[config.mk]
export PLATFORM = sky130hd
export DESIGN_NAME = sr_cntr_alu_ctrl
export DESIGN_NICKNAME = d
export VERILOG_FILES = /design/src/rtl/sr_cntr_alu_pkg.sv /design/src/rtl/sr_cntr_alu_piso.sv /design/src/rtl/sr_cntr_alu_ctrl.sv
export SDC_FILE = /design/constraint.sdc
export NUM_CORES = 1
export LEC_CHECK = 0
export ABC_CLOCK_PERIOD_IN_PS = 1450
export CORE_ASPECT_RATIO = 1.5
export CORE_MARGIN = 8
export CORE_UTILIZATION = 43
export DETAILED_ROUTE_END_ITERATION = 8
export GPL_TIMING_DRIVEN = 0
export PLACE_DENSITY = 0.79
export REMOVE_ABC_BUFFERS = 1
export SLEW_MARGIN = 20
export SYNTH_ARGS = -nofsm -noshare
export SYNTH_HDL_FRONTEND = slang
export SYNTH_HIERARCHICAL = 1
export SYNTH_SLANG_ARGS = --single-unit
[constraint.sdc]
create_clock -name clk -period 1.45 [get_ports clk]
set_clock_uncertainty 0.05 [all_clocks]
set_input_delay 0.29 -clock clk [delete_from_list [all_inputs] [get_ports clk]]
set_output_delay 0.29 -clock clk [all_outputs]
set_load 0.01 [all_outputs]
[src/rtl/sr_cntr_alu_pkg.sv]
// ----------------------------------------------------------------------------
// sr_cntr_alu_pkg : state encoding and default sizes for the datapath sequencer
// Rev 1.0
// ----------------------------------------------------------------------------
`default_nettype none

package sr_cntr_alu_pkg;

  localparam int DEF_WIDTH = 8;
  localparam int DEF_CNT_W = 4;
  localparam int STATE_W   = 3;

  typedef enum logic [STATE_W-1:0] {
    IDLE    = 3'd0,
    SHIFT   = 3'd1,
    INC     = 3'd2,
    SETTLE  = 3'd3,
    CAPTURE = 3'd4
  } state_e;

endpackage

`default_nettype wire

[src/rtl/sr_cntr_alu_piso.sv]
// ----------------------------------------------------------------------------
// sr_cntr_alu_piso : parallel-in/serial-out register, MSB first, with bit count
// Rev 1.0
// ----------------------------------------------------------------------------
`default_nettype none

module sr_cntr_alu_piso
  import sr_cntr_alu_pkg::*;
#(
  parameter int WIDTH = DEF_WIDTH
) (
  input  logic             clk,
  input  logic             res,
  input  logic             load_i,
  input  logic             shift_i,
  input  logic [WIDTH-1:0] data_i,
  output logic             msb_o,
  output logic             last_o
);

  localparam int BC_W = (WIDTH > 1) ? $clog2(WIDTH) : 1;

  logic [WIDTH-1:0] sr_q, sr_d;
  logic [BC_W-1:0]  bit_cnt_q, bit_cnt_d;

  always_comb begin
    sr_d      = sr_q;
    bit_cnt_d = bit_cnt_q;
    if (load_i) begin
      sr_d      = data_i;
      bit_cnt_d = BC_W'(WIDTH - 1);
    end else if (shift_i) begin
      // Zero fill means the register is empty once the last bit has gone out.
      sr_d = sr_q << 1;
      if (bit_cnt_q != '0) begin
        bit_cnt_d = bit_cnt_q - 1'b1;
      end
    end
  end

  always_ff @(posedge clk) begin
    if (!res) begin
      sr_q      <= '0;
      bit_cnt_q <= '0;
    end else begin
      sr_q      <= sr_d;
      bit_cnt_q <= bit_cnt_d;
    end
  end

  assign msb_o  = sr_q[WIDTH-1];
  assign last_o = (bit_cnt_q == '0);

endmodule

`default_nettype wire

[src/rtl/sr_cntr_alu_ctrl.sv]
// ----------------------------------------------------------------------------
// sr_cntr_alu_ctrl : shift-in / N incs / settle / capture sequencer for SCHEME
// Rev 1.0 ; SR_CNTR_ALU_CTRL_ERR_EN adds sticky busy-start err output
// ----------------------------------------------------------------------------
`default_nettype none

module sr_cntr_alu_ctrl
  import sr_cntr_alu_pkg::*;
#(
  parameter int WIDTH = DEF_WIDTH,
  parameter int CNT_W = DEF_CNT_W
) (
  input  logic             clk,
  input  logic             res,
  input  logic             start,
  input  logic [WIDTH-1:0] load_data,
  input  logic [CNT_W-1:0] inc_count,
  output logic             ready,
  output logic             sch_d,
  output logic             sch_en,
  output logic             sch_inc,
  input  logic [WIDTH-1:0] sch_out,
  output logic [WIDTH-1:0] result,
  output logic             done
`ifdef SR_CNTR_ALU_CTRL_ERR_EN
  ,
  output logic             err
`endif
);

  state_e           state_q, state_d;
  logic [CNT_W-1:0] inc_cnt_q, inc_cnt_d;
  logic [WIDTH-1:0] result_q, result_d;
  logic             ready_q, sch_en_q, sch_inc_q, done_q;
  logic             accept, piso_msb, piso_last;

  assign accept = start && ready_q;

  sr_cntr_alu_piso #(
    .WIDTH (WIDTH)
  ) u_piso (
    .clk     (clk),
    .res     (res),
    .load_i  (accept),
    .shift_i (state_q == SHIFT),
    .data_i  (load_data),
    .msb_o   (piso_msb),
    .last_o  (piso_last)
  );

  always_comb begin
    state_d   = state_q;
    inc_cnt_d = inc_cnt_q;
    result_d  = result_q;
    case (state_q)
      IDLE: begin
        if (accept) begin
          state_d   = SHIFT;
          inc_cnt_d = inc_count;
        end
      end
      SHIFT: begin
        if (piso_last) begin
          state_d = (inc_cnt_q != '0) ? INC : SETTLE;
        end
      end
      INC: begin
        inc_cnt_d = inc_cnt_q - 1'b1;
        if (inc_cnt_q == CNT_W'(1)) begin
          state_d = SETTLE;
        end
      end
      SETTLE: begin
        // Datapath has had a full cycle to absorb the last inc; sample it now.
        state_d  = CAPTURE;
        result_d = sch_out;
      end
      CAPTURE: state_d = IDLE;
      default: state_d = IDLE;
    endcase
  end

  always_ff @(posedge clk) begin
    if (!res) begin
      state_q   <= IDLE;
      inc_cnt_q <= '0;
      result_q  <= '0;
      ready_q   <= 1'b1;
      sch_en_q  <= 1'b0;
      sch_inc_q <= 1'b0;
      done_q    <= 1'b0;
    end else begin
      state_q   <= state_d;
      inc_cnt_q <= inc_cnt_d;
      result_q  <= result_d;
      ready_q   <= (state_d == IDLE);
      sch_en_q  <= (state_d == SHIFT);
      sch_inc_q <= (state_d == INC);
      done_q    <= (state_d == CAPTURE);
    end
  end

  assign ready   = ready_q;
  assign sch_en  = sch_en_q;
  assign sch_inc = sch_inc_q;
  assign sch_d   = piso_msb & sch_en_q;
  assign result  = result_q;
  assign done    = done_q;

`ifdef SR_CNTR_ALU_CTRL_ERR_EN
  logic err_q;

  always_ff @(posedge clk) begin
    if (!res) begin
      err_q <= 1'b0;
    end else if (accept) begin
      err_q <= 1'b0;
    end else if (start && !ready_q) begin
      err_q <= 1'b1;
    end
  end

  assign err = err_q;
`endif

endmodule

`default_nettype wire

* After elaboration in Yosys (flattened, before gate mapping)
Index checks and enable logic that the tools add are counted.
** Cells by class
- Reductions and logical operators :: 11
- Eq/ne operators :: 8
- Bitwise gates (word level) :: 1
- $add $sub $neg :: 2
- Mux-type cells :: 12
** Operator list (number)
- 2-to-1 mux 3 bit :: 6
- 2-to-1 mux 8 bit :: 2
- one-hot mux 3 bit (4 select lines) :: 1
- equality test 3 x 2 -> 1 bit (second input constant) :: 3
- zero test 3 bit :: 3
- one-hot mux 4 bit (2 select lines) :: 1
- equality test 3 x 1 -> 1 bit (second input constant) :: 2
- nonzero test 2 bit :: 3
- equality test 4 x 1 -> 1 bit (second input constant) :: 1
- 2-to-1 mux 4 bit :: 1
- AND reduction 2 bit :: 2
- nonzero test 4 bit :: 1
- subtractor 4 x 1 -> 4 bit (second input constant) :: 1
- equality test 3 bit (second input constant) :: 1
- nonzero test 3 bit :: 1
- subtractor 3 x 1 -> 3 bit (second input constant) :: 1
- inequality test 2 bit (second input constant) :: 1
- bitwise AND 1 bit :: 1
- logical AND 1 bit :: 1
- 2-to-1 mux 1 bit :: 1
** Storage, ports and cells
- Word-level logic and storage cells :: 43
- Register bits after elaboration :: 30
- Output and inout port bits :: 13
- Input port bits :: 23

* Longest topological paths before layout
Gate-level depths: netlist of the first run.
- Word-level depth :: 5
- Gate-level depth with buffers :: 7

* By module
Netlist of the first run, hierarchy kept.
** By module, submodules not included
- sr_cntr_alu_ctrl :: cells an instance 90, times used 1, area each 852.1 um^2
- sr_cntr_alu_piso :: cells an instance 62, times used 1, area each 566.8 um^2

* Worst setup path before layout of the first run
Ideal clock, no wire load.
- Kind :: reg-to-reg
- From :: register state_q[0]
- To :: register u_piso.sr_q[1]
- Cell stages (with the launch flop) :: 7
- Arrival :: 1429 ps
- Setup slack :: -144 ps
- Library setup time :: 115 ps
- Data required time :: 1285 ps
- Period minus slack after synthesis :: 1594 ps
- Path buffers :: 1
- Cells stage by stage :: dfxtp_1 nor2b_1 nor2b_1 buf_6 mux2i_1 o21ai_1 and2_1
** Between the ends
- Word-level cells in the longest chain between the ends :: 2
** RTL lines
- start: declaration :: RTL line sr_cntr_alu_ctrl.sv:31 : state_e state_q, state_d;
- start signal: assignment :: RTL line sr_cntr_alu_ctrl.sv:93 : state_q <= state_d;
- equality test 3 x 1 -> 1 bit :: RTL line sr_cntr_alu_ctrl.sv:45 : .shift_i (state_q == SHIFT),
- nonzero test 2 bit (no source line)
- end signal: assignment :: RTL line sr_cntr_alu_piso.sv:46 : sr_q <= sr_d;
- end: declaration :: RTL line sr_cntr_alu_piso.sv:23 : logic [WIDTH-1:0] sr_q, sr_d;
No other way between the ends.
A chain may end at the register's enable or synchronous reset.

* Worst setup path in the final report of the first run
- From :: register state_q[0]
- To :: register u_piso.bit_cnt_q[0]
** Between the ends
- Word-level cells in the longest chain between the ends :: 3
** RTL lines
- equality test 3 x 1 -> 1 bit :: RTL line sr_cntr_alu_ctrl.sv:45
- nonzero test 2 bit (no source line)
- AND reduction 2 bit (no source line)
- end signal: assignment :: RTL line sr_cntr_alu_piso.sv:47 : bit_cnt_q <= bit_cnt_d;
- end: declaration :: RTL line sr_cntr_alu_piso.sv:24 : logic [BC_W-1:0] bit_cnt_q, bit_cnt_d;
No other way between the ends.

==> reports/results.txt, run 1 <==
The run finished with clean final reports. For the via count of the first global-routing pass, the log shows 1331. The pre-antenna-repair detailed-routing pass consisted of 2 iterations.

The logs give 0 for the number of nets with antenna violations after detailed routing and 6 for the number of warnings reported in the yosys synthesis log. The measured slew at the worst slew-check pin is 0.359 ns. The tools report the clock group share of total power as 30.8%. Synthesis inferred 30 register bits. The sequential share of power is 42.8%, and the cell depth of the worst flop-to-flop path is 6. The run gives 611 um2 as the register area. The path class of the tightest hold or removal check is flop to flop.

The logs give 229 for the number of nets in the layout and 44.9% for the initial core utilization. The multi-input combinational cells in the finished layout cover a total of 800 um2. 0 antenna diodes ended up in the layout. At the end of routability-driven placement, the weighted congestion stood at 0.738. By area the synthesized netlist is led by dfxtp_1 42%, mux2i_1 11%, and2_1 4.4%, ha_1 4.4%, nor2_1 3.2%.

Dominant synthesized flop cell: dfxtp_1. Summing over every cut layer, the via total after detailed routing is 1229. In the layout the commonest cells are 26 x dfxtp_1, 21 x clkdlybuf4s50_1, 16 x mux2i_1. The logs give 2.29 mm for the half-perimeter wire length after detailed placement and 5.53 mm for the wire length of the first global-routing pass. The run gives 0.606 mW as the net switching power figure.

No sink is reached through more buffers than the 2 on the longest clock path. The root buffer cell chosen for the clock tree is clkbuf_8. The time the final worst path needs with I/O delays and setup came out at 1.43 ns. The area fraction of the dominant cell type after synthesis is 42.3%, and the count of endpoints failing setup in the final report is 0. The initial antenna violation count was 0. In the routed layout, each cell is associated on average with a via count of 5.08.

After the first detailed-routing iteration, the DRC count stood at 21. The total clock buffers created by CTS is 5, and the fraction of layout instances using a drive strength above 1 is 20.8%. The worst setup path is captured at a flop.

The total overflow left after global routing is 0. The tools report the area of the mapped netlist as 0.00142 mm2. The height of the die is 86.4 um. The internal portion of the total power is 1.61 mW. In the routed design, unresolved DRC markers number 0.

Before CTS, the worst setup slack after placement is -0.990 ns. The worst setup path is launched from a flop. The tools report the worst slew margin relative to its limit as 76.1%.

The detail-routed net length per standard cell was 13.7 um; the largest net degree at the start of global routing was 22. At the later pin of the worst-skew pair, clock insertion delay measures 0.28 ns. The count of flip-flops with a built-in enable after synthesis was 0. The logs give 2.22 mW for the total power after layout and 835 uV for the maximum vdd drop. The number of input and output port buffers inserted is 35. The number of standard-cell rows in the floorplan was 25; the floorplan die width was 62.9 um. For the floorplan core area, the log shows 0.00316 mm2. After layout, the worst path uses 98.8% of the clock period.

The depth of the CTS H-tree came out at 2. The layout has 262 filler cells. Counting instances, the worst hold path has a depth of 2. The library cell used most frequently in the layout, excluding fill and tap cells, is dfxtp_1.

The clock net in this run drives a total of 30 sinks. The cell count after synthesis came out at 152. The share of the Yosys chip area taken by registers is 42.3%.

The cell leakage power is 0.936 nW, and the clock slew at the register clock pins of the worst setup and hold paths is 0.06 ns. Timing would allow up to 698 MHz. The biggest area consumer among synthesized cells is dfxtp_1. Power spread over the standard cell area amounts to 1090 mW/mm2. TritonCTS built the clock tree. The floorplan step defined a die boundary enclosing 0.00543 mm2. Relative to the synthesized area, the layout overhead comes to 44.1%. Setup repair after global routing could not meet its margin everywhere. At the worst endpoint, the arrival time is 1.55 ns. The max-cap check violation count is 0, and the final standard cell utilization of the core is 64.7%. Once routing completed, OpenROAD measured the worst setup slack at 0.0171 ns. At the worst endpoint, the required time is 1.57 ns. The switching power share of the total works out to 27.3%. Final hold violation count: 0.

The class of the most critical setup path is flop to flop. Combinational cells account for 26.4% of the total power. The maximum net fanout on the critical path was 4. In this run the mean area of a mapped cell was 9.33 um2.

The max-slew violation count was 0. The I/O pin count is 36, and the fraction of registers with async set/reset is 0%. The total wire length is 3.32 mm, and the global-route total usage across every layer is 12.3%. After routing, the total negative slack on setup checks comes to 0 ns.

The tools report the number of distinct library cells after synthesis as 36.
-- worst paths after layout --
path	startpoint	endpoint	slack, ns
worst max register to register	state_q[0]	u_piso/bit_cnt_q[0]	0.02
worst min-delay path	result[1]	result[1]	0.45
worst min register to register	result[1]	result[1]	0.45
worst max-delay path	state_q[0]	u_piso/bit_cnt_q[0]	0.02
-- cell usage after synthesis (2+ instances only) --
cell type	count
and3_1	3
clkbuf_1	3
nor2_1	12
dfxtp_1	30
nor3b_1	5
a21oi_1	8
o21ai_0	2
o21ai_1	6
o211ai_1	2
nand2_1	11
nand4bb_1	2
or3_1	2
mux2i_1	16
ha_1	5
nor2b_1	4
buf_2	3
inv_1	8
o31a_1	3
and2_1	10
-- logic make-up after synthesis --
logic type	count (synthesis)	share of synthesized area, %
simple gates	58	24.2
compound gates	27	12.0
fa+ha+maj	5	4.41
mux	16	11.3
buf+inv	16	5.82
flops	30	42.3
-- registers in the layout, summed over array words and instances (netlist names) --
name	count
inc_cnt_q	4
sch_en	1
result	8
ready	1
done	1
u_piso/bit_cnt_q	3
u_piso/sr_q	8
state_q	3
sch_inc	1
-- stage by stage --
step | hold slack, ns | cell area [um2] | instances
6_report | 0.449 | 2040 | 242
5_1_grt | 0.493 | 2040 | 242
4_1_cts | 0.438 | 1980 | 238
3_5_place_dp | 0.446 | 1770 | 219
3_3_place_gp | 0.424 | 1770 | 219
2_1_floorplan | 0.362 | 1370 | 144
-- routing by layer --
layer | track usage (%) | vias up | share of wire, %
li1 | - | 620 | -
met1 | 11.1 | 567 | 39
met2 | 21.5 | 37 | 51
met3 | 6.58 | 5 | 7.9
met4 | 6.46 | 0 | 2.1
met5 | 0 | - | 0
-- critical path, cell delays in order, from the launching register on --
cell and delay (ns):
dfxtp_4 0.35, nor2b_4 0.13, nor2b_4 0.12, buf_6 0.13, buf_6 0.11, and3_4 0.15
o31a_1 0.27
-- power groups by stage --
stage / clock [mW] / sequential [mW] / combinational [mW]
after floorplan: 0 / 0.962 / 0.286
after global placement: 0 / 0.965 / 0.425
after detailed placement: 0 / 0.969 / 0.447
after CTS: 0.703 / 0.948 / 0.530
after global routing: 0.748 / 0.958 / 0.642
final: 0.683 / 0.950 / 0.586
-- what timing repair did --
action                                  CTS  global route
hold buffers                              0             0
resized for setup                        33            10
endpoints found under the setup margin   39            14
buffers inserted                         11             4
pin swaps                                 2             1
-- layout make-up --
class                           instances  area share [%]
Clock buffer                            7            4.22
Clock inverter                          1           0.245
Inverter                                8            1.65
Multi-Input combinational cell        106            39.1
Sequential cell                        30            29.9
Tap cell                               40            2.45
Timing Repair Buffer                   50            22.5
Power figures use the tool's default switching activity.
==> run 2: changes to the inputs <==
Settings changed: CAP_MARGIN set to 20, CORE_UTILIZATION 43 to 40, PLACE_DENSITY 0.79 to 0.75.
==> run 2 against run 1 <==
Against the previous run: the run now ends with setup timing left; clock power shrank 6.0%; largest cell class unchanged; register-to-register slack lost 0.06 ns; routed wire length grew 1.4%; cell count shrank 0.41%; die area grew 5.8%; count of clock-buffer cells in the layout shrank 1; worst hold slack lost 0.0055 ns; sequential share of layout area grew 0.38 points.
==> reports/results.txt, run 2 (synthesized netlist as in run 1, its figures left out) <==
For the max-slew violation count, the log shows 0 (unchanged). Sequence of cells on the critical path: nor2b_4, nor2b_4, buf_12, nand2_1, and2_1, o31a_1 (was nor2b_4, nor2b_4, buf_6, buf_6, and3_4, o31a_1). The final hold violation count was 0 (unchanged). Die footprint: 0.00575 mm2 (was 0.00543 mm2).

The logs give 0.00201 mm2 (was 0.00204 mm2) for the final design area excluding fillers and 2 (unchanged) for the number of buffers on the longest clock path. The number of buffers inserted for hold repair after clock tree synthesis was 0 (unchanged). The number of input and output port buffers inserted was 35 (unchanged). Leading cell types in the layout, fill and taps excluded: 27 x dfxtp_1, 21 x clkdlybuf4s50_1, 16 x mux2i_1 (was 26 x dfxtp_1, 21 x clkdlybuf4s50_1, 16 x mux2i_1). The clock group share of total power came out at 29.7% (was 30.8%). The run gives 30 (unchanged) as the count of clock tree sinks. The max-cap check violation count is 0 (unchanged), and the routed via count is 1236 (was 1229). The tools report the DRC violations left as 0 (unchanged). The tools report the kind of start point of the critical path as a flop (unchanged). The number of vias per cell came out at 5.13 (was 5.08).

The global-route total usage across every layer is 12.5% (was 12.3%), and the worst setup slack after layout is -0.0435 ns (was 0.0171 ns). The peak clock frequency supported by timing was 670 MHz (was 698 MHz). The number of nets with antenna violations after detailed routing was 0 (unchanged); the half-perimeter wire length after detailed placement was 2.28 mm (was 2.29 mm).

Counting stages on the worst path, the most repeated cell is nor2b_4. Setup repair after global routing could not meet its margin everywhere. Nature of the critical path endpoint: a flop (unchanged). The overall overflow remaining after global route is 0 (unchanged). The floorplan die width is 64.6 um (was 62.9 um), and the peak per-stage delay on the critical path is 0.38 ns (was 0.35 ns). The number of diodes added for antenna fixing came out at 0 (unchanged). Total wire length: 3.37 mm (was 3.32 mm). The measured slew at the worst slew-check pin was 0.355 ns (was 0.359 ns).

The via count of the first global-routing pass was 1339 (was 1331). The wire length of the first global-routing pass was 5.88 mm (was 5.53 mm). The net switching power figure is 0.580 mW (was 0.606 mW), and the time the final worst path needs with I/O delays and setup is 1.49 ns (was 1.43 ns). Depth of the CTS H-tree: 2 (unchanged). The worst slack after detailed placement is -0.939 ns (was -0.990 ns), and the cell leakage power is 0.932 nW (was 0.936 nW). Maximum vdd drop: 741 uV (was 835 uV). The power per standard cell area came out at 1070 mW/mm2 (was 1090 mW/mm2). For the total power after layout, the log shows 2.16 mW (was 2.22 mW). Detail-routed net length per standard cell: 14.0 um (was 13.7 um). The leading cell type in the layout, fill and taps excluded was dfxtp_1 (unchanged). The floorplan core area is 0.00342 mm2 (was 0.00316 mm2), and the fraction of layout instances using a drive strength above 1 is 16.6% (was 20.8%). The class of the most critical setup path was flop to flop (unchanged).

The placer's final routability congestion estimate came out at 0.767 (was 0.738). The count of endpoints failing setup in the final report was 9 (was 0); the number of nets in the layout was 228 (was 229). The critical path required time was 1.56 ns (was 1.57 ns); the largest net degree at the start of global routing was 22 (unchanged).

The logs give 0.27 ns (was 0.28 ns) for the clock network latency to the later pin of the worst-skew pair and 26.3% (was 26.4%) for the relative contribution of combinational cells to total power. The first-pass iteration count of the detailed router was 4 (was 2); the critical path arrival was 1.60 ns (was 1.55 ns). The area added between synthesis and finish was 42.0% (was 44.1%); the initial antenna violation count was 0 (unchanged). The path class of the lowest-slack min-delay path is flop to flop (unchanged). The worst slew margin relative to its limit is 76.4% (was 76.1%). The master of the slowest instance on the critical path is dfxtp_4 (unchanged). The internal power component was 1.58 mW (was 1.61 mW); the clock slew at the register clock pins of the worst setup and hold paths was 0.06 ns (about the same).

The tools report the clock root buffer master as clkbuf_8 (unchanged). For the I/O pin count, the log shows 36 (unchanged). Height of the die: 88.9 um (was 86.4 um). The flow ran to the end, but the final reports show violations. The logs give 44.0% (was 42.8%) for the sequential share of power and 5 (unchanged) for the total clock buffers created by CTS. The period utilization is 103% (was 98.8%), and the DRC marker count from the first detailed-route iteration is 39 (was 21). The checks that failed: setup timing. The maximum net fanout on the critical path works out to 7 (was 4). Final worst hold slack: 0.444 ns (was 0.449 ns).

TritonCTS built the clock tree. The run gives 0.00177 mm2 (about the same) as the placed instance area. The number of standard-cell rows in the floorplan is 26 (was 25), and the initial core utilization is 41.5% (was 44.9%). The switching power share of the total works out to 26.8% (was 27.3%).
==> run 2: cell count changes in the layout (fill, tap and decap cells not counted), sizes merged <==
cell | before | now
clkinv | 1 | 0
buf | 15 | 13
==> run 2: metal layers <==
metal | track usage, % | vias to the layer above | wire (um)
li1 | - | 616 | -
met1 | 11.8 | 573 | 1320
met2 | 23.5 | 38 | 1740
met3 | 5.65 | 9 | 248
met4 | 3.98 | 0 | 58
met5 | 0 | - | 0
==> run 2: final timing paths <==
check / from / endpoint / slack, ns / cells past startpoint
worst max-delay path: state_q[0] / u_piso/bit_cnt_q[2] / -0.04 / 6
worst min-delay path: result[0] / result[0] / 0.44 / 2
worst max register to register: state_q[0] / u_piso/bit_cnt_q[2] / -0.04 / 6
worst min register to register: result[0] / result[0] / 0.44 / 2
==> run 2: timing repair <==
| action | in CTS | in global routing |
|---|---|---|
| pin swaps | 1 | 1 |
| resized for setup | 29 | 4 |
| setup buffers | 10 | 3 |
| cloned | 1 | 0 |
| setup endpoints to repair | 38 | 22 |
==> run 2: power groups by stage <==
stage,logic [mW],clock network (mW),registers (mW)
2_1_floorplan,0.286,0,0.962
3_3_place_gp,0.427,0,0.966
3_5_place_dp,0.443,0,0.970
4_1_cts,0.548,0.662,0.950
5_1_grt,0.628,0.693,0.962
6_report,0.569,0.642,0.952
==> run 2: final cells by class <==
class | count | area, um2
Clock buffer | 6 | 82.6
Tap cell | 42 | 52.6
Sequential cell | 30 | 609
Timing Repair Buffer | 49 | 470
Multi-Input combinational cell | 106 | 766
Fill cell | 310 | 1400
Inverter | 8 | 33.8
==> run 2: metrics by stage <==
stage                     cells  util, %  TNS, ns
final                       241     59.0   -0.203
after global routing        241     59.0    -1.02
after CTS                   238     58.1   -0.270
after detailed placement    221     51.8   -15.59
after global placement      221     51.8   -13.89
after floorplan             144        -    -5.18
==> run 2: worst max-delay path: cells and delay by family, from the launching register on <==
kind | cells | cell delay (ns)
and+or+nand+nor | 4 | 0.58
AOI/OAI and AO/OA | 1 | 0.23
DFF | 1 | 0.38
buffers and inverters | 1 | 0.15
